## config.mk

```make
export PLATFORM = sky130hd
export DESIGN_NAME = multistart_sequencer_flat
export DESIGN_NICKNAME = d
export VERILOG_FILES = /design/src/rtl/multistart_pkg.sv /design/src/rtl/multistart_sequencer_if.sv /design/src/rtl/multistart_sequencer_best_tracker.sv /design/src/rtl/multistart_sequencer.sv /design/src/flat_wrapper.sv
export SDC_FILE = /design/constraint.sdc
export NUM_CORES = 1
export LEC_CHECK = 0
export ABC_AREA = 1
export BUFFER_PORTS_ARGS = -buffer_cell sky130_fd_sc_hd__buf_4
export CAP_MARGIN = 25
export CORE_MARGIN = 1.5
export CORE_UTILIZATION = 30
export CTS_BUF_LIST = sky130_fd_sc_hd__clkbuf_16
export DETAILED_ROUTE_END_ITERATION = 8
export PLACE_DENSITY_LB_ADDON = 0.15
export SETUP_SLACK_MARGIN = 0.3
export SYNTH_ARGS = -nofsm -noshare
export SYNTH_HDL_FRONTEND = slang
export SYNTH_HIERARCHICAL = 1
export SYNTH_SLANG_ARGS = --single-unit
```

## constraint.sdc

```tcl
create_clock -name clk -period 2.4 [get_ports clk]
set_input_delay 0 -clock clk [delete_from_list [all_inputs] [get_ports clk]]
set_output_delay 0 -clock clk [all_outputs]
set_load 0.02 [all_outputs]
```

## src/rtl/multistart_pkg.sv

```systemverilog
// Shared types and Q24.8 helpers for the multistart sequencer.
package multistart_pkg;

  localparam int          Q_FRAC_BITS = 8;
  localparam logic [31:0] Q_MAX       = 32'h7FFF_FFFF;
  localparam logic [31:0] Q_MIN       = 32'h8000_0000;

  typedef enum logic [2:0] {
    ST_IDLE,
    ST_LOAD,
    ST_LAUNCH,
    ST_WAIT_DONE,
    ST_RELEASE,
    ST_FINISH
  } state_e;

  // Signed 32-bit add that clamps instead of wrapping.
  function automatic logic [31:0] sat_add32(input logic [31:0] a, input logic [31:0] b);
    logic [32:0] sum;
    sum = {a[31], a} + {b[31], b};
    if (sum[32] != sum[31]) return sum[32] ? Q_MIN : Q_MAX;
    return sum[31:0];
  endfunction

endpackage

```

## src/rtl/multistart_sequencer_if.sv

```systemverilog
// Sweep request/result port plus minimizer handshake port of the multistart sequencer.
interface multistart_sequencer_if;
  logic        sweep_start;
  logic        sweep_busy;
  logic        sweep_done;
  logic        sweep_error;
  logic        run_start_op;
  logic [31:0] run_x_in;
  logic        run_done_op;
  logic [31:0] run_x_at_min;
  logic [31:0] run_y_min;
  logic [31:0] best_x;
  logic [31:0] best_y;
  logic [7:0]  best_idx;

  modport slave (
    input  sweep_start, run_done_op, run_x_at_min, run_y_min,
    output sweep_busy, sweep_done, sweep_error, run_start_op, run_x_in,
           best_x, best_y, best_idx
  );

  modport master (
    output sweep_start, run_done_op, run_x_at_min, run_y_min,
    input  sweep_busy, sweep_done, sweep_error, run_start_op, run_x_in,
           best_x, best_y, best_idx
  );
endinterface

```

## src/rtl/multistart_sequencer_best_tracker.sv

```systemverilog
// Keeps the best (smallest signed y) run of a sweep; ties keep the earlier run.
module best_tracker (
  input  logic        clk,
  input  logic        rst,
  input  logic        clear_i,
  input  logic        capture_i,
  input  logic [7:0]  idx_i,
  input  logic [31:0] x_i,
  input  logic [31:0] y_i,
  output logic [31:0] best_x_o,
  output logic [31:0] best_y_o,
  output logic [7:0]  best_idx_o
);

  logic        have_best_q;
  logic [31:0] best_x_q;
  logic [31:0] best_y_q;
  logic [7:0]  best_idx_q;
  logic        take;

  assign take = capture_i && (!have_best_q || ($signed(y_i) < $signed(best_y_q)));

  // NOTE: sequential state uses non-blocking assignments so every register sees pre-edge values.
  always_ff @(posedge clk) begin
    if (rst) begin
      have_best_q <= 1'b0;
      best_x_q    <= '0;
      best_y_q    <= '0;
      best_idx_q  <= '0;
    end else begin
      if (take) begin
        best_x_q   <= x_i;
        best_y_q   <= y_i;
        best_idx_q <= idx_i;
      end
      // best_* survive a clear so results stay visible between sweeps.
      if (clear_i)   have_best_q <= 1'b0;
      else if (take) have_best_q <= 1'b1;
    end
  end

  assign best_x_o   = best_x_q;
  assign best_y_o   = best_y_q;
  assign best_idx_o = best_idx_q;

endmodule

```

## src/rtl/multistart_sequencer.sv

```systemverilog
// Sweeps NUM_STARTS start points through the minimizer and keeps the global best.
// Optional watchdog in WAIT_DONE enabled by defining MULTISTART_TIMEOUT_EN.
module multistart_sequencer
  import multistart_pkg::*;
#(
  parameter int unsigned NUM_STARTS     = 8,
  parameter logic [31:0] X_START        = 32'hFFFF_F000,
  parameter logic [31:0] X_STEP         = 32'h0000_0400,
  parameter int unsigned TIMEOUT_CYCLES = 256
) (
  input logic                   clk,
  input logic                   rst,
  multistart_sequencer_if.slave bus
);

  localparam logic [7:0] LAST_IDX = 8'(NUM_STARTS - 1);

  state_e      state_q;
  logic [31:0] x_cur_q;
  logic [7:0]  idx_q;
  logic        clear_best;
  logic        capture_best;

`ifdef MULTISTART_TIMEOUT_EN
  logic        sweep_error_q;
  logic [31:0] tmo_cnt_q;
`endif

  always_ff @(posedge clk) begin
    if (rst) begin
      state_q <= ST_IDLE;
      x_cur_q <= '0;
      idx_q   <= '0;
`ifdef MULTISTART_TIMEOUT_EN
      sweep_error_q <= 1'b0;
      tmo_cnt_q     <= '0;
`endif
    end else begin
      unique case (state_q)
        ST_IDLE: begin
          if (bus.sweep_start) begin
`ifdef MULTISTART_TIMEOUT_EN
            sweep_error_q <= 1'b0;
`endif
            state_q <= ST_LOAD;
          end
        end
        ST_LOAD: begin
          x_cur_q <= X_START;
          idx_q   <= '0;
          state_q <= ST_LAUNCH;
        end
        ST_LAUNCH: begin
`ifdef MULTISTART_TIMEOUT_EN
          tmo_cnt_q <= '0;
`endif
          state_q <= ST_WAIT_DONE;
        end
        ST_WAIT_DONE: begin
          if (bus.run_done_op) begin
            state_q <= ST_RELEASE;
          end
`ifdef MULTISTART_TIMEOUT_EN
          else if (tmo_cnt_q == TIMEOUT_CYCLES - 1) begin
            sweep_error_q <= 1'b1;
            state_q       <= ST_FINISH;
          end else begin
            tmo_cnt_q <= tmo_cnt_q + 1;
          end
`endif
        end
        ST_RELEASE: begin
          // The minimizer must be back in idle before the next start level.
          if (!bus.run_done_op) begin
            if (idx_q == LAST_IDX) begin
              state_q <= ST_FINISH;
            end else begin
              idx_q   <= idx_q + 8'd1;
              x_cur_q <= sat_add32(x_cur_q, X_STEP);
              state_q <= ST_LAUNCH;
            end
          end
        end
        ST_FINISH: state_q <= ST_IDLE;
        default:   state_q <= ST_IDLE;
      endcase
    end
  end

  assign clear_best   = (state_q == ST_LOAD);
  assign capture_best = (state_q == ST_WAIT_DONE) && bus.run_done_op;

  best_tracker u_best (
    .clk        (clk),
    .rst        (rst),
    .clear_i    (clear_best),
    .capture_i  (capture_best),
    .idx_i      (idx_q),
    .x_i        (bus.run_x_at_min),
    .y_i        (bus.run_y_min),
    .best_x_o   (bus.best_x),
    .best_y_o   (bus.best_y),
    .best_idx_o (bus.best_idx)
  );

  assign bus.run_start_op = (state_q == ST_LAUNCH) || (state_q == ST_WAIT_DONE);
  assign bus.run_x_in     = x_cur_q;
  assign bus.sweep_busy   = state_q inside {ST_LOAD, ST_LAUNCH, ST_WAIT_DONE, ST_RELEASE};
  assign bus.sweep_done   = (state_q == ST_FINISH);

`ifdef MULTISTART_TIMEOUT_EN
  assign bus.sweep_error = sweep_error_q;
`else
  assign bus.sweep_error = 1'b0;
`endif

endmodule
```

## src/flat_wrapper.sv

```systemverilog
// flat-port wrapper written by rule: the top's interface ports become plain ports
module multistart_sequencer_flat import multistart_pkg::*;
#(
  parameter int unsigned NUM_STARTS     = 8,
  parameter logic [31:0] X_START        = 32'hFFFF_F000,
  parameter logic [31:0] X_STEP         = 32'h0000_0400,
  parameter int unsigned TIMEOUT_CYCLES = 256
)
  (clk, rst, bus_sweep_start, bus_run_done_op, bus_run_x_at_min, bus_run_y_min, bus_sweep_busy, bus_sweep_done, bus_sweep_error, bus_run_start_op, bus_run_x_in, bus_best_x, bus_best_y, bus_best_idx);
  multistart_sequencer_if bus_i ();
  input logic clk;
  input logic rst;
  input wire logic [$bits(bus_i.sweep_start)-1:0] bus_sweep_start;
  input wire logic [$bits(bus_i.run_done_op)-1:0] bus_run_done_op;
  input wire logic [$bits(bus_i.run_x_at_min)-1:0] bus_run_x_at_min;
  input wire logic [$bits(bus_i.run_y_min)-1:0] bus_run_y_min;
  output wire logic [$bits(bus_i.sweep_busy)-1:0] bus_sweep_busy;
  output wire logic [$bits(bus_i.sweep_done)-1:0] bus_sweep_done;
  output wire logic [$bits(bus_i.sweep_error)-1:0] bus_sweep_error;
  output wire logic [$bits(bus_i.run_start_op)-1:0] bus_run_start_op;
  output wire logic [$bits(bus_i.run_x_in)-1:0] bus_run_x_in;
  output wire logic [$bits(bus_i.best_x)-1:0] bus_best_x;
  output wire logic [$bits(bus_i.best_y)-1:0] bus_best_y;
  output wire logic [$bits(bus_i.best_idx)-1:0] bus_best_idx;
  assign bus_i.sweep_start = bus_sweep_start;
  assign bus_i.run_done_op = bus_run_done_op;
  assign bus_i.run_x_at_min = bus_run_x_at_min;
  assign bus_i.run_y_min = bus_run_y_min;
  assign bus_sweep_busy = bus_i.sweep_busy;
  assign bus_sweep_done = bus_i.sweep_done;
  assign bus_sweep_error = bus_i.sweep_error;
  assign bus_run_start_op = bus_i.run_start_op;
  assign bus_run_x_in = bus_i.run_x_in;
  assign bus_best_x = bus_i.best_x;
  assign bus_best_y = bus_i.best_y;
  assign bus_best_idx = bus_i.best_idx;
  multistart_sequencer #(.NUM_STARTS(NUM_STARTS), .X_START(X_START), .X_STEP(X_STEP), .TIMEOUT_CYCLES(TIMEOUT_CYCLES)) u_core (.clk(clk), .rst(rst), .bus(bus_i));
endmodule
```

# Yosys cells after proc, flatten, opt, wreduce, memory -nomap -nowiden
# Index checks and enable logic that the tools add are counted.
# word_totals
word_cells	51
ramBits	0
inputBits	68
n_memories	0
romBits	0
output_inout_bits	108
register_bits	116
latchBits	0
# op_classes
mux	19
n_eq_ne	11
order_cmp	1
add_sub_neg	2
bitwise_logic	0
shifts	0
reduce_logical	11
div_mod_pow	0
mul	0
# op_table
op	n
$mux 32	5
$pmux 32 s2	1
$add 32x12->33 const B	1
$lt 32x32->1	1
$mux 8	2
$pmux 8 s2	1
$pmux 3 s5	1
$mux 3	4
$add 8x1->8 const B	1
$eq 8x3->1 const B	1
$ne 2x2->1 const B	4
$eq 3x2->1 const B	2
$eq 3x3->1 const B	2
$reduce_and 3->1	2
$mux 1	5
$reduce_bool 4->1	1
$eq 3x1->1 const B	1
$logic_not 3->1	1
$logic_and 1x1->1	2
$logic_or 1x1->1	2
$reduce_bool 2->1	1
$reduce_or 2->1	1
$logic_not 1->1	1
$ne 1x1->1	1

# Longest topological paths before layout
# logic_depth
word_depth	11
depth_mapped	18

# By module
# The synthesis kept the hierarchy.
# by_module_without_submodules
module	n_inst	cells_per_inst	seq_area_each_um2	area_per_inst_um2
best_tracker	1	611	1461.4	4088.9
multistart_sequencer	1	398	680.7	2373.5

# Worst setup path after synthesis
# No wires, ideal clock.
# synth_path
kind	flip-flop to flip-flop
start	register u_core.x_cur_q[12] (netlist: u_core/bus.run_x_in[12])
end	register u_core.x_cur_q[12] (netlist: u_core/bus.run_x_in[12])
arrival_time_ns	2.293
t_required_ns	2.291
stages_incl_launch_ff	17
period_less_slack_ns	2.402
path_slack_ns	-0.002
n_path_buf	1
cell_sequence	dfxtp_1 -> nand2_1 -> nor2_1 -> nand3_1 -> nor2_1 -> nand2_1 -> nor2_1 -> xnor2_1 -> inv_1 -> ha_1 -> inv_1 -> clkbuf_1 -> a21oi_1 -> o21ai_0 -> nand3_1 -> nand2_1 -> inv_1
# synth_between
elab_chain_len	11
# synth_rtl
element	line_no	text
start, declared	multistart_sequencer.sv:19	logic [31:0] x_cur_q;
start signal, assigned	multistart_sequencer.sv:79	x_cur_q <= sat_add32(x_cur_q, X_STEP);
$add 32x12->33 (*)	multistart_pkg.sv:20	sum = {a[31], a} + {b[31], b};
$ne 1x1->1	multistart_pkg.sv:21	if (sum[32] != sum[31]) return sum[32] ? Q_MIN : Q_MAX;
$mux 1	multistart_pkg.sv:21	
$mux 1	multistart_sequencer.sv:75	if (idx_q == LAST_IDX) begin
$mux 1	multistart_sequencer.sv:74	if (!bus.run_done_op) begin
$mux 1	multistart_sequencer.sv:39	unique case (state_q)
$mux 1	multistart_sequencer.sv:30	if (rst) begin
$mux 32 (*)	multistart_pkg.sv:22	return sum[31:0];
$mux 32 (*)	multistart_sequencer.sv:75	
$mux 32 (*)	multistart_sequencer.sv:74	
$pmux 32 s2 (*)	multistart_sequencer.sv:39	
# Every way passes the cells marked *; elsewhere a longest branch is shown, timed or not. The select of a mux whose other input is x is not followed.
# A chain may end at the register's enable or synchronous reset.

# Worst setup path in the final report
# layout_path
start	register u_core.x_cur_q[10] (netlist: u_core/bus.run_x_in[10])
end	register u_core.x_cur_q[18] (netlist: u_core/bus.run_x_in[18])
# Same word-level chain as after synthesis.

==> impl_metrics.py <==
metrics = {
    "outcome": {
        "outcome": "completed",
    },
    "grt": {
        "grt_overflow_total": 0,
        "antenna_found_initial": 0,
        "grt_pass1_wl_um": 31100,
        "grt_pass1_vias": 6404,
        "grt_usage_pct": 17.1,
        "grt_max_degree": 62,
    },
    "clock_tree": {
        "numCtsBuffers": 9,
        "root_buffer": "clkbuf_16",
        "insertion_delay_ns": 0.36,
        "clk_pin_slew_ns": 0.07,
        "htree_levels": 3,
        "tritoncts": "yes",
        "clock_sinks": 107,
        "cts.path.max_buffers": 2,
    },
    "hold_path": {
        "hold_class": "input pin to register",
        "hold_start": "rst",
    },
    "setup_path": {
        "endpoint_kind": "register",
        "cpMaxStageDelayCell": "dfxtp_4",
        "critPathKind": "register to register",
        "startpoint_type": "register",
        "max_stage_delay_ns": 0.38,
        "path_delay_family": "simple AND/OR/NAND/NOR gates",
        "crit_buf_inv": 3,
        "r2r-start": "u_core/bus.run_x_in[10]",
        "critical_path_required_ns": 2.65,
        "path_max_fanout": 5,
        "startpoint": "u_core/bus.run_x_in[10]",
        "cp.arrival_ns": 2.39,
        "path_cells": "ha_1 > nand2_1 > nor2_2 > nand2_1 > nor2_2 > nand2_1 > nand2_2 > ha_4 > inv_8 > buf_8 > a21oi_2 > o21ai_1 > nand3_1 > nand2_1 > inv_1",
        "path_common_cell": "nand2_1",
    },
    "power_and_ir_drop": {
        "powerDensity_nw_per_um2": 479,
        "finalPower_mw": 5.21,
        "p_leak_nw": 4.92,
        "peakVddDrop_mv": 0.320,
    },
    "placement": {
        "gp_congestion": 0.824,
        "place_area_sq_um": 8090,
        "post-dp-hpwl_um": 13100,
        "port_buffers": 174,
    },
    "routing": {
        "vias": 7202,
        "routedWlPerCell_um": 13.7,
        "drtAntennaViolNets": 0,
        "wl_um": 21500,
        "dr.pass1.iters": 4,
        "drt-vias-per-instance": 4.60,
        "drc": 0,
        "drt_iter0_drc": 269,
    },
    "timing": {
        "period_minus_slack_ns": 2.14,
        "finalSetupViolations": 0,
        "finalCritPeriodShare_pct": 89.1,
        "fmax_ghz": 0.467,
        "drv_slew": 0,
        "hold_viol_final": 0,
        "setup_tns_ns": 0,
        "worst_pin_slew_ns": 0.580,
        "rsz0062_at_grt": "yes",
        "finalClockSkew_ns": 0.0126,
        "slew_headroom_pct": 61.2,
    },
    "synth": {
        "syn_nets": 1111,
        "seq_area_frac_synth_pct": 33.1,
        "ys_ff_latch": 107,
        "syn_inst": 1009,
        "yosys_warnings": 6,
        "synth_area_sq_um": 6460,
        "syn_area_per_cell_sq_um": 6.40,
        "synth_cell_types": 34,
    },
    "floorplanning": {
        "die_area_sq_um": 22400,
        "rows": 53,
        "ios": 176,
        "die_y_um": 150,
        "core_area_sq_um": 21100,
        "start_util_pct": 30.6,
        "die_w_um": 150,
    },
    "layout": {
        "seqCellArea_sq_um": 2230,
        "fillers": 2068,
        "drive_gt1_share_pct": 40.3,
        "final_common_cell": "buf_4",
        "areaGrowthSynthToFinish_pct": 68.1,
        "nets": 1387,
        "utilization_pct": 51.5,
        "multiInputGateArea_sq_um": 4260,
        "layout_common_cells": "220 x buf_4, 181 x nand2_1, 157 x inv_1",
        "fin_area_sq_um": 10900,
    },
    "job": {
        "drv_cap": 0,
    },
}
==> logic make-up after synthesis <==
kind of cell,count (synthesis),synth area share (%)
other,1,0.0580
and+or+nand+nor,488,31.9
buffers and inverters,229,15.5
adders and majority gates,34,6.58
DFF,107,33.1
xor gates and xnor gates,4,0.542
AOI/OAI and AO/OA,146,12.2
==> worst reg2reg max path: cells and delay by family, from the launching register on <==
family / cells / cell delay (ns)
compound gates: 2 / 0.13
fa+ha+maj: 2 / 0.42
buf+inv: 3 / 0.27
flops: 1 / 0.38
simple gates: 8 / 0.83
==> per-layer routing <==
layer / track usage (%) / wire (um) / up-vias
met5: 0 / 0 / -
met4: 5.78 / 308 / 0
met3: 2.13 / 826 / 19
met2: 30.1 / 10600 / 146
met1: 21.4 / 9740 / 3331
li1: - / - / 3706
==> cell type report <==
type                       count  share of cell area [%]
antenna                        1                  0.0230
inverter                     170                    5.94
tap                          275                    3.17
clock inverter                 5                   0.265
sequential                   107                    20.5
multi-input combinational    673                    39.2
timing repair buffer         324                    28.6
clock buffer                  10                    2.30
==> path summary, 6_finish.rpt <==
check | endpoint | slack (ns) | cells past startpoint
hold reg to reg | u_core/u_best/best_x_o[13] | 0.48 | 2
setup / recovery | u_core/bus.run_x_in[18] | 0.26 | 15
hold / removal | u_core/idx_q[1] | 0.03 | 2
setup reg to reg | u_core/bus.run_x_in[18] | 0.26 | 15
==> what timing repair did <==
| item | 4_1_cts | 5_1_grt |
|---|---|---|
| pin swaps | 10 | 72 |
| cloned | 2 | 19 |
| gates resized for setup | 47 | 221 |
| setup buffers | 21 | 18 |
| hold buffers | 65 | 0 |
| endpoints found under the setup margin | 92 | 95 |
| endpoints found under the hold margin | 67 | 0 |
==> where the power goes <==
group / switching, mW / leakage (nW) / internal, mW / total [mW]
combinational: 0.917 / 3.89 / 0.822 / 1.74
clock: 0.711 / 0.137 / 0.756 / 1.47
sequential: 0.115 / 0.892 / 1.88 / 2.00
==> per-stage QoR <==
| step | hold slack (ns) | setup WS (ns) | cells |
|---|---|---|---|
| finish | 0.0266 | 0.261 | 1565 |
| global route | 0.0405 | 0.0797 | 1564 |
| CTS | 0.0151 | 0.280 | 1527 |
| detailed placement | 0.319 | 0.143 | 1424 |
| global placement | 0.313 | 0.166 | 1424 |
| floorplan | 0.0768 | 0.306 | 1009 |
==> registers in the layout, indices dropped and copies added, names as in the netlist <==
| name | cells |
|---|---|
| u_core/bus.run_x_in | 23 |
| u_core/idx_q | 8 |
| u_core/state_q | 3 |
| u_core/u_best/best_idx_o | 8 |
| u_core/u_best/best_x_o | 32 |
| u_core/u_best/best_y_o | 32 |
| u_core/u_best/have_best_q | 1 |
==> synthesized netlist by cell type (all sizes together) <==
| cell | instances | area share, % |
|---|---|---|
| nor2 | 153 | 9.1 |
| inv | 170 | 9.9 |
| clkbuf | 18 | 1.0 |
| o21ai | 26 | 2.0 |
| ha | 34 | 6.6 |
| o21bai | 1 | 0.12 |
| xor2 | 2 | 0.27 |
| and2 | 1 | 0.097 |
| nor3b | 1 | 0.12 |
| buf | 41 | 4.6 |
| dfxtp | 107 | 33 |
| xnor2 | 2 | 0.27 |
| conb | 1 | 0.058 |
| nand2 | 207 | 12 |
| o211ai | 1 | 0.12 |
| nand4 | 2 | 0.19 |
| a21oi | 118 | 10 |
| and3 | 1 | 0.097 |
| nand3 | 116 | 9.2 |
| nor3 | 7 | 0.72 |
Power figures use the tool's default switching activity.
